[src/rtl/if_fetch_unit.sv]
// Instruction-fetch stage feeding the IF/ID pipeline register.
// Holds the PC and a loadable instruction memory, and presents one decoded
// instruction per unstalled cycle. Handles stall, branch redirect and halt.
module if_fetch_unit #(
   parameter int unsigned IMEM_DEPTH = 32,
   parameter int unsigned PC_W       = 5
) (
   input  logic            clk,
   input  logic            rst,
   input  logic            start,
   input  logic            stall,
   input  logic            redirect_valid,
   input  logic [PC_W-1:0] redirect_pc,
   input  logic            imem_we,
   input  logic [PC_W-1:0] imem_waddr,
   input  logic [15:0]     imem_wdata,
   output logic            out_valid,
   output logic [2:0]      out_opcode,
   output logic [4:0]      out_ad1,
   output logic [7:0]      out_imm,
   output logic [PC_W-1:0] out_pc,
   output logic            halted
);

   localparam logic [2:0] OpHalt = 3'b111;

   typedef enum logic [1:0] {
      StIdle,
      StRun,
      StHalt
   } state_e;

   state_e          state_q, state_d;
   logic [PC_W-1:0] pc_q, pc_d;
   logic            valid_q, valid_d;
   logic [2:0]      opcode_q, opcode_d;
   logic [4:0]      ad1_q, ad1_d;
   logic [7:0]      imm_q, imm_d;
   logic [PC_W-1:0] out_pc_q, out_pc_d;

   logic [15:0]     mem [IMEM_DEPTH];
   logic [15:0]     fetch_word;

   // Combinational read; a same-cycle write lands after this edge, so the old word is fetched.
   assign fetch_word = mem[pc_q];

   // Synchronous write port, open in every state; contents are deliberately not reset.
   always_ff @(posedge clk) begin
      if (imem_we) begin
         mem[imem_waddr] <= imem_wdata;
      end
   end

   // Next-state: redirect beats stall, stall beats fetch; a fetched halt opcode enters HALT.
   always_comb begin
      state_d  = state_q;
      pc_d     = pc_q;
      valid_d  = valid_q;
      opcode_d = opcode_q;
      ad1_d    = ad1_q;
      imm_d    = imm_q;
      out_pc_d = out_pc_q;
      unique case (state_q)
         StIdle: begin
            if (start) begin
               state_d = StRun;
               pc_d    = '0;
            end
         end
         StRun: begin
            if (redirect_valid) begin
               pc_d    = redirect_pc;
               valid_d = 1'b0;
            end else if (!stall) begin
               opcode_d = fetch_word[15:13];
               ad1_d    = fetch_word[12:8];
               imm_d    = fetch_word[7:0];
               out_pc_d = pc_q;
               valid_d  = 1'b1;
               pc_d     = pc_q + 1'b1;
               if (fetch_word[15:13] == OpHalt) begin
                  state_d = StHalt;
               end
            end
         end
         StHalt: begin
            if (start) begin
               state_d = StRun;
               pc_d    = '0;
               valid_d = 1'b0;
            end else if (!stall) begin
               // The halt instruction stays offered through a stall, then drops.
               valid_d = 1'b0;
            end
         end
         default: begin
            state_d = StIdle;
         end
      endcase
   end

   // State and output registers; reset discards any in-flight instruction.
   always_ff @(posedge clk or posedge rst) begin
      if (rst) begin
         state_q  <= StIdle;
         pc_q     <= '0;
         valid_q  <= 1'b0;
         opcode_q <= '0;
         ad1_q    <= '0;
         imm_q    <= '0;
         out_pc_q <= '0;
      end else begin
         state_q  <= state_d;
         pc_q     <= pc_d;
         valid_q  <= valid_d;
         opcode_q <= opcode_d;
         ad1_q    <= ad1_d;
         imm_q    <= imm_d;
         out_pc_q <= out_pc_d;
      end
   end

   assign out_valid  = valid_q;
   assign out_opcode = opcode_q;
   assign out_ad1    = ad1_q;
   assign out_imm    = imm_q;
   assign out_pc     = out_pc_q;
   assign halted     = (state_q == StHalt);

endmodule

[config.mk]
export PLATFORM = sky130hd
export DESIGN_NAME = if_fetch_unit
export DESIGN_NICKNAME = d
export VERILOG_FILES = /design/src/rtl/if_fetch_unit.sv
export SDC_FILE = /design/constraint.sdc
export NUM_CORES = 1
export LEC_CHECK = 0
export CAP_MARGIN = 20
export CORE_MARGIN = 1
export CORE_UTILIZATION = 50
export DETAILED_ROUTE_END_ITERATION = 16
export PLACE_DENSITY = 0.73
export SLEW_MARGIN = 30
export SYNTH_ARGS = -nofsm -noshare
export SYNTH_HDL_FRONTEND = slang
export SYNTH_SLANG_ARGS = --single-unit
[constraint.sdc]
create_clock -name clk -period 3.2 [get_ports clk]
set_clock_uncertainty 0.05 [all_clocks]
set_input_delay 0.64 -clock clk [delete_from_list [all_inputs] [get_ports clk]]
set_output_delay 0.64 -clock clk [all_outputs]
set_load 0.005 [all_outputs]
# Word-level counts from Yosys, hierarchy flattened
# Memories as Yosys holds them, arrays and structs flattened.
# Cells that the tools add are included.
# word_totals
latch_bits,0
mem_count,1
ram_bits,512
romBits,0
word_cells,44
register_bits,29
input_bits,32
# mem_list
name,words,word_bits,rd,rd_clocked_by_memory_dff,wr,line_no,rtl
mem,32,16,1,0,1,41,logic [15:0] mem [IMEM_DEPTH];
# op_classes
eq_ne,9
order_cmp,0
multipliers,0
n_reduce_logical,8
add_sub_neg,1
bitwise,2
shift,0
muxes,16
n_div,0
# ops
operator,n
$mux W5,3
$pmux W5 S2,1
$reduce_and A3 Y1,3
$mux W2,4
$mux W1,6
$ne A2 B2 Y1 const B,3
$ne A3 B3 Y1 const B,2
$add A5 B1 Y5 const B,1
$pmux W2 S2,1
$reduce_and A4 Y1,1
$reduce_bool A2 Y1,2
$eq A3 B3 Y1 const B,1
$eq A2 B1 Y1 const B,1
$eq A2 B2 Y1 const B,1
$logic_not A2 Y1,1
$ne A2 B1 Y1 const B,1
$not A1 Y1,2
$pmux W1 S2,1
$reduce_or A2 Y1,1

# Depth between registers and ports, before layout
# An unclocked memory read counts as a cell.
# depth
ltp_word,6
depth_mapped,10
depth_no_buf,6

# Worst setup path before layout
# No wires, ideal clock.
# synth_path
path_type,in2reg
start,input port imem_waddr[1]
end,"memory mem[12][0], enable pin"
path_slack_ns,0.770
t_arrival_ns,1.992
required_time_ns,2.762
path_buffers,1
setup_time_ns,0.388
path_stages,3
path_cell_list,or3b_2 -> clkbuf_1 -> nor2_1
# synth_lines
element,line_no,rtl
start: declaration,15,"input logic [PC_W-1:0] imem_waddr,"
end: declaration,41,
# Straight into the memory's write port.

# Worst setup path after layout
# layout_path
start,register pc_q[0]
end,register imm_q[3] (netlist: out_imm[3])
# layout_between
elab_chain_cells,1
# layout_lines
element,line_no,rtl
start: declaration,34,"logic [PC_W-1:0] pc_q, pc_d;"
start signal: assignment,114,pc_q <= pc_d;
$mem_v2 Z32 W16,-,
end signal: assignment,118,imm_q <= imm_d;
end: declaration,38,"logic [7:0] imm_q, imm_d;"
# No other way between the ends.
# A chain may end at the register's enable or synchronous reset.

==> results.toml <==
[finish]
layout_common_cells = "edfxtp_1, mux4_2, buf_4, clkbuf_16, clkdlybuf4s50_1"
nets = 1153
area_growth_pct = 16.85
final_common_cell = "edfxtp_1"
nFillCells = 2836
diodes = 0
drive_above_1_share_pct = 28.69
final_cell_area_um2 = 24460

[logic_synthesis]
synth-edff-count = 512
yosysSeqAreaShare_pct = 76.92
synthArstFlopShare_pct = 5.360
syn-num-nets = 1012
synth_ff_type = "edfxtp_1"
yosysWarnings = 0
syn_area_um2 = 20930
synth.distinct_cells = 47
synth_area_per_cell_um2 = 21.38
syn_inst = 979
ys_ff_latch = 541

[worst_setup_path]
rrSetupSlack_ns = 0.42
crit_path_max_fanout = 25
critPathKind = "flip-flop to flip-flop"
worst_setup_path_start_kind = "flip-flop"
required_ns = 3.61
arrival_ns = 3.19
cp-end-kind = "flip-flop"

[cts]
clk_latency_ns = 0.61
cts_buffers = 53
cts_root_buf = "clkbuf_16"
htreeDepth = 2
cts_resized = 0
cts_setup_buffers = 0
holdBufCountCts = 0
path_clk_slew_ns = 0.07
cts_tree = "done"
cts_sinks = 541
clockBufferDepth = 3

[grt]
grt_pass1_wl_um = 68320
grt_max_degree = 42
first_global_vias = 10570
grt_use_total_pct = 22.64
antenna_found_initial = 0
overflow = 0

[sta]
rsz0062_at_grt = "no"
setup-violations-final = 0
fin_ws_ns = 0.4233
fin_crit_ns = 2.777
tightest_slew_ns = 0.7594
slew_violations = 0
max_freq_ghz = 0.3601
slew_headroom_pct = 49.37
finalHoldViolCount = 0
fin_tns_setup_ns = 0
period_share_pct = 86.77

[die]
start_util_pct = 51.03
placementRows = 74
die_x_um = 206.6
core-area_um2 = 41020
die_h_um = 206.6
dieArea_um2 = 42690
io_pins = 55

[pwr]
power.density_nw_per_um2 = 820.7
clockPowerShare_pct = 32.4
p_leak_nw = 7.871
seqPwrFrac_pct = 42.4
power_frac_comb_pct = 25.2
ir_worst_vdd_mv = 0.5608
power_switching_mw = 5.575
intPower_mw = 14.50
switching_share_pct = 27.78

[routing]
via_count = 10450
routedWlPerCell_um = 27.27
drt-pass1-iter-count = 11
wl_um = 46250
postRouteAntennaNets = 0
drt_iter0_markers = 1138
route.detailed.drc = 9
viasPerCell = 6.162

[job]
drv_cap = 0

[placed_design]
gp_congestion = 0.7899
post-place-ws_ns = 0.4623
hpwl_um = 27150
dpl-instance-area_um2 = 22620
io_buffers = 54

[outcome]
status = "finished, violations left"
violations = "design-rule violations"

[hold_path]
hp-class = "primary input to async pin"
## kinds of logic after synthesis
logic type / share of synthesized area, %
xor gates and xnor gates: 0.04185
muxes: 15.70
adders and majority gates: 0.05976
buffers and inverters: 1.632
and+or+nand+nor: 2.971
DFF: 76.92
AOI/OAI and AO/OA: 2.684
## cells in the mapped netlist, drive strengths merged, types with 2 or more instances
cell type | count | area, um^2
a21oi | 37 | 185.2
a22oi | 27 | 202.7
a31oi | 2 | 12.51
a32oi | 2 | 17.52
and3 | 3 | 18.77
buf | 41 | 291.5
clkbuf | 10 | 38.78
dfrtp | 29 | 725.7
edfxtp | 512 | 15370
inv | 3 | 11.26
mux2 | 8 | 90.09
mux2i | 20 | 200.2
mux4 | 132 | 2995
nand2 | 30 | 112.6
nand2b | 3 | 18.77
nand3 | 8 | 40.04
nand3b | 8 | 60.06
nand4 | 5 | 31.28
nor2 | 52 | 195.2
nor2b | 8 | 50.05
nor3 | 2 | 10.01
o21ai | 16 | 80.07
o22ai | 2 | 12.51
or2 | 2 | 12.52
or3b | 3 | 26.28
## final cells by class
cell class | instances | area, um^2 | share of cell area, %
Timing Repair Buffer | 137 | 1289 | 5.269
Multi-Input combinational cell | 384 | 4543 | 18.57
Clock buffer | 63 | 1435 | 5.867
Clock inverter | 36 | 402.9 | 1.647
Sequential cell | 541 | 16110 | 65.88
Inverter | 3 | 11.26 | 0.04604
Tap cell | 532 | 665.6 | 2.721
## flip-flops by register name, indices dropped and copies added, names as in the netlist
signal / cells
out_valid: 1
out_ad1: 5
mem: 512
state_q: 2
out_opcode: 3
out_pc: 5
out_imm: 8
pc_q: 5
## worst max-delay path: stages, from the launching register on
cell and delay, ns:
dfrtp_4 0.75, buf_12 0.27, buf_12 0.21, buf_4 0.17, mux4_2 0.50, a22oi_1 0.27
a21oi_1 0.13, a21oi_1 0.17, a21oi_1 0.09
## per-layer routing
layer	routed length [um]	vias up	share of wire (%)	global-route usage, %
met4	1235	0	2.7	7.064
met5	0	-	0	0
met1	18420	5460	40	32.12
met2	22480	536	49	35.85
li1	-	4362	-	-
met3	4112	92	8.9	4.427
## power by group through the flow
stage               logic [mW]  clock network (mW)  registers (mW)
floorplan                 3.55                   0            8.27
finish                    5.05                6.50            8.52
CTS                       5.10                6.58            8.52
global placement          5.00                   0            8.66
detailed placement        5.06                   0            8.66
global route              5.37                6.85            8.56
## worst paths after layout
path                                       start                     end  cells after the start
setup / recovery             pc_q[0]$_DFFE_PP0P_  out_imm[3]$_DFFE_PP0P_                      8
min in group clk           out_pc[4]$_DFFE_PP0P_   out_pc[4]$_DFFE_PP0P_                      2
setup reg to reg             pc_q[0]$_DFFE_PP0P_  out_imm[3]$_DFFE_PP0P_                      8
max in group asynchronous                    rst     pc_q[1]$_DFFE_PP0P_                      3
hold reg to reg            out_pc[4]$_DFFE_PP0P_   out_pc[4]$_DFFE_PP0P_                      2
hold / removal                               rst  out_imm[0]$_DFFE_PP0P_                      3
## stage by stage
stage                     cells  util, %  hold WS, ns  total power, mW
after floorplan             979        -       0.4198            11.82
after global placement     1597    55.15       0.4117            13.66
after detailed placement   1597    55.15       0.4153            13.72
after CTS                  1696    59.63       0.4050            20.20
after global routing       1696    59.63       0.4347            20.79
final                      1696    59.63       0.4009            20.07
(Power assumes the default switching activity.)
